$ cat config.mk
export PLATFORM = sky130hd
export DESIGN_NAME = decode_hazard_ctrl
export DESIGN_NICKNAME = d
export VERILOG_FILES = /design/src/rtl/decode_hazard_ctrl.sv
export SDC_FILE = /design/constraint.sdc
export NUM_CORES = 1
export LEC_CHECK = 0
export BUFFER_PORTS_ARGS = -buffer_cell sky130_fd_sc_hd__buf_2
export CORE_ASPECT_RATIO = 0.8
export CORE_MARGIN = 2
export CORE_UTILIZATION = 44
export CTS_CLUSTER_DIAMETER = 150
export CTS_CLUSTER_SIZE = 40
export DETAILED_ROUTE_END_ITERATION = 10
export HOLD_SLACK_MARGIN = 0.08
export PLACE_DENSITY = 0.78
export SETUP_SLACK_MARGIN = 0.02
export SYNTH_ARGS = -nofsm -noshare
export SYNTH_HDL_FRONTEND = slang
export SYNTH_SLANG_ARGS = --single-unit
$ cat constraint.sdc
create_clock -name clk -period 2.9 [get_ports clk]
set_clock_uncertainty 0.1 [all_clocks]
set_input_delay 0.145 -clock clk [delete_from_list [all_inputs] [get_ports clk]]
set_output_delay 0.145 -clock clk [all_outputs]
set_load 0.05 [all_outputs]
$ cat src/rtl/decode_hazard_ctrl.sv
// Decode-stage hazard controller: owns the IF/ID and ID/EX pipeline registers and
// arbitrates freeze, flush and load-use stall, with saturating event counters.
module decode_hazard_ctrl #(
  parameter int CNT_W = 16
) (
  input  logic             clk,
  input  logic             rst,
  input  logic             if_valid,
  input  logic [31:0]      if_instr,
  input  logic [31:0]      if_pc,
  input  logic [31:0]      imm_in,
  input  logic             mem_busy,
  input  logic             ex_branch_taken,
  output logic             id_valid,
  output logic [31:0]      id_instr,
  output logic [31:0]      id_pc,
  output logic             if_stall,
  output logic             idex_valid,
  output logic [31:0]      idex_pc,
  output logic [31:0]      idex_imm,
  output logic [4:0]       idex_rs1,
  output logic [4:0]       idex_rs2,
  output logic [4:0]       idex_rd,
  output logic             idex_memread,
  output logic [CNT_W-1:0] stall_cnt,
  output logic [CNT_W-1:0] flush_cnt,
  output logic [1:0]       ctrl_state
);

  typedef enum logic [1:0] {
    ACT_RUN      = 2'd0,
    ACT_LU_STALL = 2'd1,
    ACT_FLUSH    = 2'd2,
    ACT_FREEZE   = 2'd3
  } action_e;

  localparam logic [6:0] OPC_LOAD   = 7'b0000011;
  localparam logic [6:0] OPC_STORE  = 7'b0100011;
  localparam logic [6:0] OPC_OP     = 7'b0110011;
  localparam logic [6:0] OPC_BRANCH = 7'b1100011;
  localparam logic [6:0] OPC_LUI    = 7'b0110111;
  localparam logic [6:0] OPC_AUIPC  = 7'b0010111;
  localparam logic [6:0] OPC_JAL    = 7'b1101111;

  localparam logic [CNT_W-1:0] CNT_MAX = '1;

  logic [6:0] opcode;
  logic [4:0] rs1;
  logic [4:0] rs2;
  logic [4:0] rd;
  logic       rs1_used;
  logic       rs2_used;
  logic       is_load;
  logic       hazard;
  action_e    action;
  action_e    state_q;

  assign opcode   = id_instr[6:0];
  assign rs1      = id_instr[19:15];
  assign rs2      = id_instr[24:20];
  assign rd       = id_instr[11:7];
  assign rs1_used = !(opcode inside {OPC_LUI, OPC_AUIPC, OPC_JAL});
  assign rs2_used = opcode inside {OPC_OP, OPC_STORE, OPC_BRANCH};
  assign is_load  = (opcode == OPC_LOAD);

  // x0 never carries a loaded value, so a load targeting it cannot stall anyone.
  assign hazard = id_valid && idex_valid && idex_memread && (idex_rd != 5'd0) &&
                  ((rs1_used && (idex_rd == rs1)) || (rs2_used && (idex_rd == rs2)));

  // NOTE: every variable in a combinational block gets a default first so no latch is inferred.
  always_comb begin
    action = ACT_RUN;
    if (mem_busy)             action = ACT_FREEZE;
    else if (ex_branch_taken) action = ACT_FLUSH;
    else if (hazard)          action = ACT_LU_STALL;
  end

  assign if_stall   = (action == ACT_FREEZE) || (action == ACT_LU_STALL);
  assign ctrl_state = state_q;

  // NOTE: sequential state uses non-blocking assignments so all registers update from pre-edge values.
  always_ff @(posedge clk) begin
    if (rst) begin
      id_valid     <= 1'b0;
      id_instr     <= '0;
      id_pc        <= '0;
      idex_valid   <= 1'b0;
      idex_pc      <= '0;
      idex_imm     <= '0;
      idex_rs1     <= '0;
      idex_rs2     <= '0;
      idex_rd      <= '0;
      idex_memread <= 1'b0;
      stall_cnt    <= '0;
      flush_cnt    <= '0;
      state_q      <= ACT_RUN;
    end else begin
      state_q <= action;
      unique case (action)
        ACT_RUN: begin
          id_valid     <= if_valid;
          id_instr     <= if_instr;
          id_pc        <= if_pc;
          idex_valid   <= id_valid;
          idex_pc      <= id_pc;
          idex_imm     <= imm_in;
          idex_rs1     <= rs1;
          idex_rs2     <= rs2;
          idex_rd      <= rd;
          idex_memread <= is_load;
        end
        ACT_LU_STALL: begin
          // The bubble drops idex_memread, which is what ends the stall next cycle.
          idex_valid   <= 1'b0;
          idex_memread <= 1'b0;
          if (stall_cnt != CNT_MAX) stall_cnt <= stall_cnt + CNT_W'(1);
        end
        ACT_FLUSH: begin
          id_valid     <= 1'b0;
          idex_valid   <= 1'b0;
          idex_memread <= 1'b0;
          if (flush_cnt != CNT_MAX) flush_cnt <= flush_cnt + CNT_W'(1);
        end
        ACT_FREEZE: begin
          if (stall_cnt != CNT_MAX) stall_cnt <= stall_cnt + CNT_W'(1);
        end
      endcase
    end
  end

endmodule

==> Implementation_results.wiki, run 1 <==
{| class="wikitable"
! Metric !! Value
|-
| Run status || completed
|-
| Dpl ws || 0.146 ns
|-
| Detailed-route wire length per cell || 15.4 µm
|-
| Die Y || 117 µm
|-
| Post-synthesis instance area || 6980 µm²
|-
| Antenna violations before repair || 0
|-
| Initial drt markers || 238
|-
| Largest cells by area after synthesis || sky130_fd_sc_hd__dfxtp_1 52%, sky130_fd_sc_hd__mux2i_1 21%, sky130_fd_sc_hd__nor2_1 10%
|-
| Static power due to leakage || 0.00478 µW
|-
| Crit-path max FO || 23
|-
| Area grow syn2layout || 48.4%
|-
| Routed WL || 19900 µm
|-
| Clock power frac || 0.431
|-
| Post-synth top flop || sky130_fd_sc_hd__dfxtp_1
|-
| CTS buffer count || 17
|-
| Clk slew on worst S/H paths || 0.07 ns
|-
| Number of buffers between clock root and the deepest sink || 2
|-
| Power Internal || 4260 µW
|-
| Kind of end point of the critical path || register
|-
| Detail Placement HPWL || 12300 µm
|-
| I/O pin total || 282
|-
| Power per cell area || 555 nW/µm²
|-
| Gp weighted congestion || 0.784
|-
| Worst EP arrival || 2.90 ns
|-
| Share of Yosys cell area claimed by the top area cell type || 0.516
|-
| Flop and latch count out of synthesis || 180
|-
| Hold WC Path Type || input pin to register
|-
| Number of maximum-capacitance constraint violations || 0
|-
| Core outline area || 15600 µm²
|-
| Detailed Routing Iterations Pass 1 || 6
|-
| RSZ-0062 raised after global routing || false
|-
| Proportion of power drawn by combinational gates || 0.121
|-
| Commonest non-fill, non-tap cell in the layout || sky130_fd_sc_hd__buf_2
|-
| Number of sinks on the clock net || 180
|-
| Portion of total power attributed to sequential cells || 0.448
|-
| Effective utilization at floorplan || 0.446
|-
| Asr flop ratio synth || 0
|-
| Worst setup margin || 0.218 ns
|-
| Antenna Violating Nets Remaining || 0
|-
| Total global routing overflow || 0
|-
| Required time of the critical path || 3.11 ns
|-
| Total vias in the final route || 6281
|-
| Gate count of the mapped netlist || 692
|-
| Cell at the slowest stage of the critical path || sky130_fd_sc_hd__or4_1
|-
| Netlist cell types || 48
|-
| Reported net switching power || 1480 µW
|-
| Clk root buf || sky130_fd_sc_hd__clkbuf_16
|-
| Peak VDD IR || 0.000401 V
|-
| Overall Global Routing Usage || 0.227
|-
| Wire length of the first global-routing pass || 30000 µm
|-
| Most frequent cells in the layout || 280 x sky130_fd_sc_hd__buf_2, 184 x sky130_fd_sc_hd__nor2_1, 177 x sky130_fd_sc_hd__dfxtp_1
|-
| Yosys warning total || 0
|-
| Switching power share of the total || 0.258
|-
| DRC violations left || 0
|-
| CTS tree || done
|-
| CP bufs+invs || 2
|-
| Worst setup slack for register-to-register paths || 0.22 ns
|-
| Startpoint kind of the worst setup timing path || register
|-
| Final number of setup-violating endpoints || 0
|-
| Fin crit share || 0.925
|-
| Placement Rows || 41
|-
| Worst path cell trace || or4_1, nor2_1, o41ai_2, nor2_2, ha_4, buf_12, buf_12, mux2i_1, nor2_1
|-
| Syn nets || 797
|-
| Worst-margin pin slew || 0.674 ns
|-
| Area of the die || 16900 µm²
|-
| Post-synthesis sequential area ratio || 0.516
|-
| Worst relative slew slack || 0.545
|-
| Average cell area after synthesis || 10.1 µm²
|-
| Worst hold-check slack || 0.170 ns
|-
| Pin count of the biggest net entering global routing || 76
|-
| Diode insertion count for antenna repair || 0
|-
| Slew Viols, Final || 0
|-
| Worst stage delay on the critical path || 0.55 ns
|-
| Fraction of final layout cells with drive strength greater than 1 || 0.315
|-
| H-Tree Depth || 4
|-
| Sum of negative setup slack || 0 ns
|-
| Final Hold Violating Endpoints || 0
|-
| Total of buffers placed on input and output ports || 281
|-
| Start-to-end type of the worst setup path || register to register
|-
| Count of nets after finishing || 1176
|-
| Horizontal die dimension || 145 µm
|-
| Maximum clock frequency || 373 MHz
|-
| Number of enable flip-flop cells after synthesis || 0
|-
| Min cycle time layout || 2.68 ns
|-
| Vias in the first global route || 6012
|-
| Largest area contributor in the netlist || sky130_fd_sc_hd__dfxtp_1
|-
| Via density per instance || 4.84
|-
| Family of cells with the greatest summed delay on the critical path || simple AND/OR/NAND/NOR gates
|-
| Later-pin clock latency in the skew report || 0.43 ns
|}
==> state kept, by name, indices dropped and copies added, names as in the netlist <==
register	flops
ctrl_state	2
flush_cnt	16
id_instr	32
id_pc	32
id_valid	1
idex_imm	32
idex_memread	1
idex_pc	32
idex_rd	5
idex_rs1	5
idex_rs2	5
idex_valid	1
stall_cnt	16
==> worst min-delay path: stages <==
cell and delay, ns:
sky130_fd_sc_hd__buf_2 0.12, sky130_fd_sc_hd__nand2_1 0.11, sky130_fd_sc_hd__nor2b_1 0.07, sky130_fd_sc_hd__nand4b_1 0.09
sky130_fd_sc_hd__a2bb2oi_1 0.07, sky130_fd_sc_hd__nor2_1 0.07
==> kinds of logic (layout without fill, tap and decap cells) <==
logic type	Yosys count	count (layout)	share of synthesized area
adders and majority gates	4	4	0.00717
AOI/OAI and AO/OA	26	26	0.0301
buffers and inverters	42	433	0.0238
muxes	151	151	0.218
xor gates and xnor gates	30	30	0.0377
and+or+nand+nor	259	259	0.167
DFF	180	180	0.516
==> area by class of cell <==
| class | instances | area [µm²] |
|---|---|---|
| Timing Repair Buffer | 398 | 2620 |
| Tap cell | 215 | 269 |
| Clock buffer | 18 | 429 |
| Multi-Input combinational cell | 470 | 3220 |
| Clock inverter | 13 | 196 |
| Fill cell | 1170 | 5290 |
| Inverter | 4 | 15.0 |
| Sequential cell | 180 | 3610 |
==> metal layers <==
layer | GRT usage | part of all wire
met5 | 0 | 0
met4 | 0.0990 | 0.029
met3 | 0.0816 | 0.079
met2 | 0.390 | 0.48
met1 | 0.256 | 0.42
==> cells in the mapped netlist (all sizes together) (2+ instances only) <==
master and instances:
nor2 185, dfxtp 180, mux2i 146, buf 22, xor2 19, clkbuf 16
nand3 12, nand2 11, xnor2 11, and3 10, nand4 10, a21oi 8
and4 5, mux2 5, nor2b 5, a211oi 4, ha 4, inv 4
o21ai 4, or3 4, nor3 3, and2 2, nand2b 2, nand3b 2
nand4b 2, nor4 2
==> per-stage QoR <==
step                utilization  area, µm²  cells  total power [µW]
floorplan                     -       6990    692              3020
global placement          0.555       8680   1162              3190
detailed placement        0.555       8680   1162              3200
CTS                       0.659      10300   1294              5760
global route              0.662      10400   1298              5930
finish                    0.662      10400   1298              5740
==> final timing paths <==
kind / depth (start not counted) / to / startpoint
worst min-delay path: 6 / flush_cnt[15] / ex_branch_taken
worst max register to register: 9 / idex_imm[23] / idex_rd[0]
worst max-delay path: 9 / idex_imm[23] / idex_rd[0]
worst min register to register: 2 / idex_imm[18] / idex_imm[18]
==> power by group through the flow <==
stage / Combinational, µW / Sequential [µW] / Clock [µW]
2_1_floorplan: 197 / 2820 / 0
3_3_place_gp: 566 / 2630 / 0
3_5_place_dp: 572 / 2630 / 0
4_1_cts: 679 / 2570 / 2510
5_1_grt: 736 / 2580 / 2610
6_report: 693 / 2580 / 2480
==> repair_timing <==
item                                    in CTS  in global routing
gates resized for setup                      0                  1
hold endpoints to repair                   124                  0
hold buffers                               101                  0
endpoints found under the setup margin       0                 60
buffers inserted                             0                  4
(Power assumes the default switching activity.)
==> inputs of run 2 (changes only) <==
CORE_MARGIN = 4   (was 2)
RECOVER_POWER = 25   (was default)
==> Implementation_results.wiki, run 2 (synthesis gave the netlist of run 1 again) <==
{| class="wikitable"
! Metric !! Value
|-
| Final number of setup-violating endpoints || 0 (unchanged)
|-
| Commonest non-fill, non-tap cell in the layout || sky130_fd_sc_hd__buf_2
|-
| Fin crit share || 0.939 (+0.0142)
|-
| Via density per instance || 4.92 (+1.7%)
|-
| Total global routing overflow || 0 (unchanged)
|-
| Total of buffers placed on input and output ports || 281 (unchanged)
|-
| Worst relative slew slack || 0.518 (-0.0266)
|-
| Pin count of the biggest net entering global routing || 72 (-5.3%)
|-
| Vias in the first global route || 6278 (+4.4%)
|-
| Run status || completed
|-
| Area grow syn2layout || 45.7%
|-
| Placement Rows || 40 (-2.4%)
|-
| Number of sinks on the clock net || 180 (unchanged)
|-
| Detailed-route wire length per cell || 16.0 µm (+4.1%)
|-
| Min cycle time layout || 2.72 ns (+0.0412 ns)
|-
| Maximum clock frequency || 367 MHz (-1.5%)
|-
| Effective utilization at floorplan || 0.457 (+0.0111)
|-
| CTS buffer count || 17 (unchanged)
|-
| Worst EP arrival || 2.92 ns (+0.02 ns)
|-
| Routed WL || 20600 µm (+3.4%)
|-
| Area of the die || 17900 µm² (+6.3%)
|-
| Detailed Routing Iterations Pass 1 || 4 (-2)
|-
| Initial drt markers || 299 (+26%)
|-
| Final Hold Violating Endpoints || 0 (unchanged)
|-
| Sum of negative setup slack || 0 ns (unchanged)
|-
| Post_cts resized || 0 (unchanged)
|-
| DRC violations left || 0 (unchanged)
|-
| Worst-margin pin slew || 0.725 ns (+0.0515 ns)
|-
| Antenna violations before repair || 0 (unchanged)
|-
| Most frequent cells in the layout || 190 x sky130_fd_sc_hd__buf_2, 185 x sky130_fd_sc_hd__nor2_1, 177 x sky130_fd_sc_hd__dfxtp_1
|-
| Startpoint kind of the worst setup timing path || register
|-
| Wire length of the first global-routing pass || 32500 µm (+8.2%)
|-
| Core outline area || 15300 µm² (-2.4%)
|-
| Gp weighted congestion || 0.781 (-0.34%)
|-
| Clk root buf || sky130_fd_sc_hd__clkbuf_16
|-
| Number of buffers between clock root and the deepest sink || 2 (unchanged)
|-
| Count of nets after finishing || 1172 (-0.34%)
|-
| RSZ-0062 raised after global routing || false
|-
| Hold WC Path Type || input pin to register
|-
| I/O pin total || 282 (unchanged)
|-
| Total of fill cells in the finished design || 1181 (+0.94%)
|-
| Peak VDD IR || 0.000395 V (-1.4%)
|-
| Number of maximum-capacitance constraint violations || 0 (unchanged)
|-
| Static power due to leakage || 0.00437 µW (-8.5%)
|-
| H-Tree Depth || 4 (unchanged)
|-
| Required time of the critical path || 3.10 ns (about the same)
|-
| Seq. cell area || 3610 µm² (unchanged)
|-
| Slew Viols, Final || 0 (unchanged)
|-
| Antenna Violating Nets Remaining || 0 (unchanged)
|-
| Later-pin clock latency in the skew report || 0.42 ns (about the same)
|-
| Fraction of final layout cells with drive strength greater than 1 || 0.228 (-0.0869)
|-
| Start-to-end type of the worst setup path || register to register
|-
| Detail Placement HPWL || 13100 µm (+6.2%)
|-
| Clk slew on worst S/H paths || 0.06 ns (about the same)
|-
| Overall Global Routing Usage || 0.224 (-0.00346)
|-
| Kind of end point of the critical path || register
|-
| Multi-input combinational cell area || 3220 µm² (about the same)
|-
| Horizontal die dimension || 149 µm (+2.8%)
|-
| Crit-path max FO || 5 (-78%)
|-
| Diode insertion count for antenna repair || 0 (unchanged)
|-
| Total vias in the final route || 6342 (+0.97%)
|-
| Dpl ws || 0.273 ns (+0.126 ns)
|-
| Power per cell area || 556 nW/µm² (+0.31%)
|-
| Die Y || 121 µm (+3.4%)
|-
| Worst setup margin || 0.177 ns (-0.0412 ns)
|-
| Buffer count from post-CTS setup fixing || 0 (unchanged)
|-
| CTS tree || done
|}
run 2: cell count changes in the layout (fill, tap and decap cells not counted):
cell / delta
sky130_fd_sc_hd__buf_12: -3
sky130_fd_sc_hd__buf_2: -90
sky130_fd_sc_hd__buf_4: -2
sky130_fd_sc_hd__bufinv_16: -1
sky130_fd_sc_hd__clkbuf_1: +89
sky130_fd_sc_hd__clkbuf_8: +2
sky130_fd_sc_hd__clkinv_2: +1
sky130_fd_sc_hd__clkinv_4: +1
sky130_fd_sc_hd__clkinvlp_4: -3
sky130_fd_sc_hd__dlygate4sd3_1: +1
sky130_fd_sc_hd__inv_6: +1
sky130_fd_sc_hd__nor2_1: +1
sky130_fd_sc_hd__nor2_2: -1
run 2: layout make-up:
| class | instances | share of cell area |
|---|---|---|
| clock inverter | 12 | 0.0164 |
| clock buffer | 19 | 0.0446 |
| tap | 210 | 0.0258 |
| sequential | 180 | 0.355 |
| timing repair buffer | 394 | 0.240 |
| inverter | 4 | 0.00148 |
| multi-input combinational | 470 | 0.317 |
run 2: final timing paths:
| path | end | cells after the start | slack [ns] | from |
|---|---|---|---|---|
| setup / recovery | id_valid | 9 | 0.18 | idex_rd[0] |
| hold / removal | flush_cnt[15] | 6 | 0.23 | ex_branch_taken |
| hold reg to reg | idex_rs2[3] | 2 | 0.40 | idex_rs2[3] |
| setup reg to reg | id_valid | 9 | 0.18 | idex_rd[0] |
run 2: timing repair:
action | CTS | global route
setup endpoints to repair | 0 | 0
endpoints found under the hold margin | 124 | 0
hold buffers | 102 | 0
run 2: layer usage:
layer  GRT usage  part of all wire  wire length [µm]
met4      0.0743             0.025               522
met1       0.261              0.41              8360
met3      0.0802             0.083              1700
met2       0.383              0.49             10000
met5           0                 0                 0
run 2: critical path, cell delays in order, from the launching register on:
cell and delay [ns]:
sky130_fd_sc_hd__dfxtp_2 0.34, sky130_fd_sc_hd__or4_1 0.55, sky130_fd_sc_hd__o21ba_1 0.22, sky130_fd_sc_hd__and4_4 0.17
sky130_fd_sc_hd__nor2_1 0.25, sky130_fd_sc_hd__buf_4 0.18, sky130_fd_sc_hd__inv_1 0.06, sky130_fd_sc_hd__a32oi_1 0.14
sky130_fd_sc_hd__nor2_1 0.05, sky130_fd_sc_hd__dlygate4sd3_1 0.56
run 2: power by group:
| part | internal [µW] | switching (µW) |
|---|---|---|
| sequential | 2530 | 48.1 |
| combinational | 267 | 416 |
| clock | 1420 | 978 |
| total | 4210 | 1440 |
run 2: per-stage QoR:
| stage | cells | hold WS (ns) | utilization | total power [µW] | cell area (µm²) |
|---|---|---|---|---|---|
| floorplan | 692 | 0.192 | - | 3020 | 6990 |
| global route | 1289 | 0.262 | 0.666 | 5870 | 10200 |
| detailed placement | 1156 | 0.285 | 0.566 | 3200 | 8640 |
| CTS | 1289 | 0.226 | 0.673 | 5710 | 10300 |
| finish | 1289 | 0.232 | 0.666 | 5650 | 10200 |
| global placement | 1156 | 0.275 | 0.566 | 3190 | 8640 |
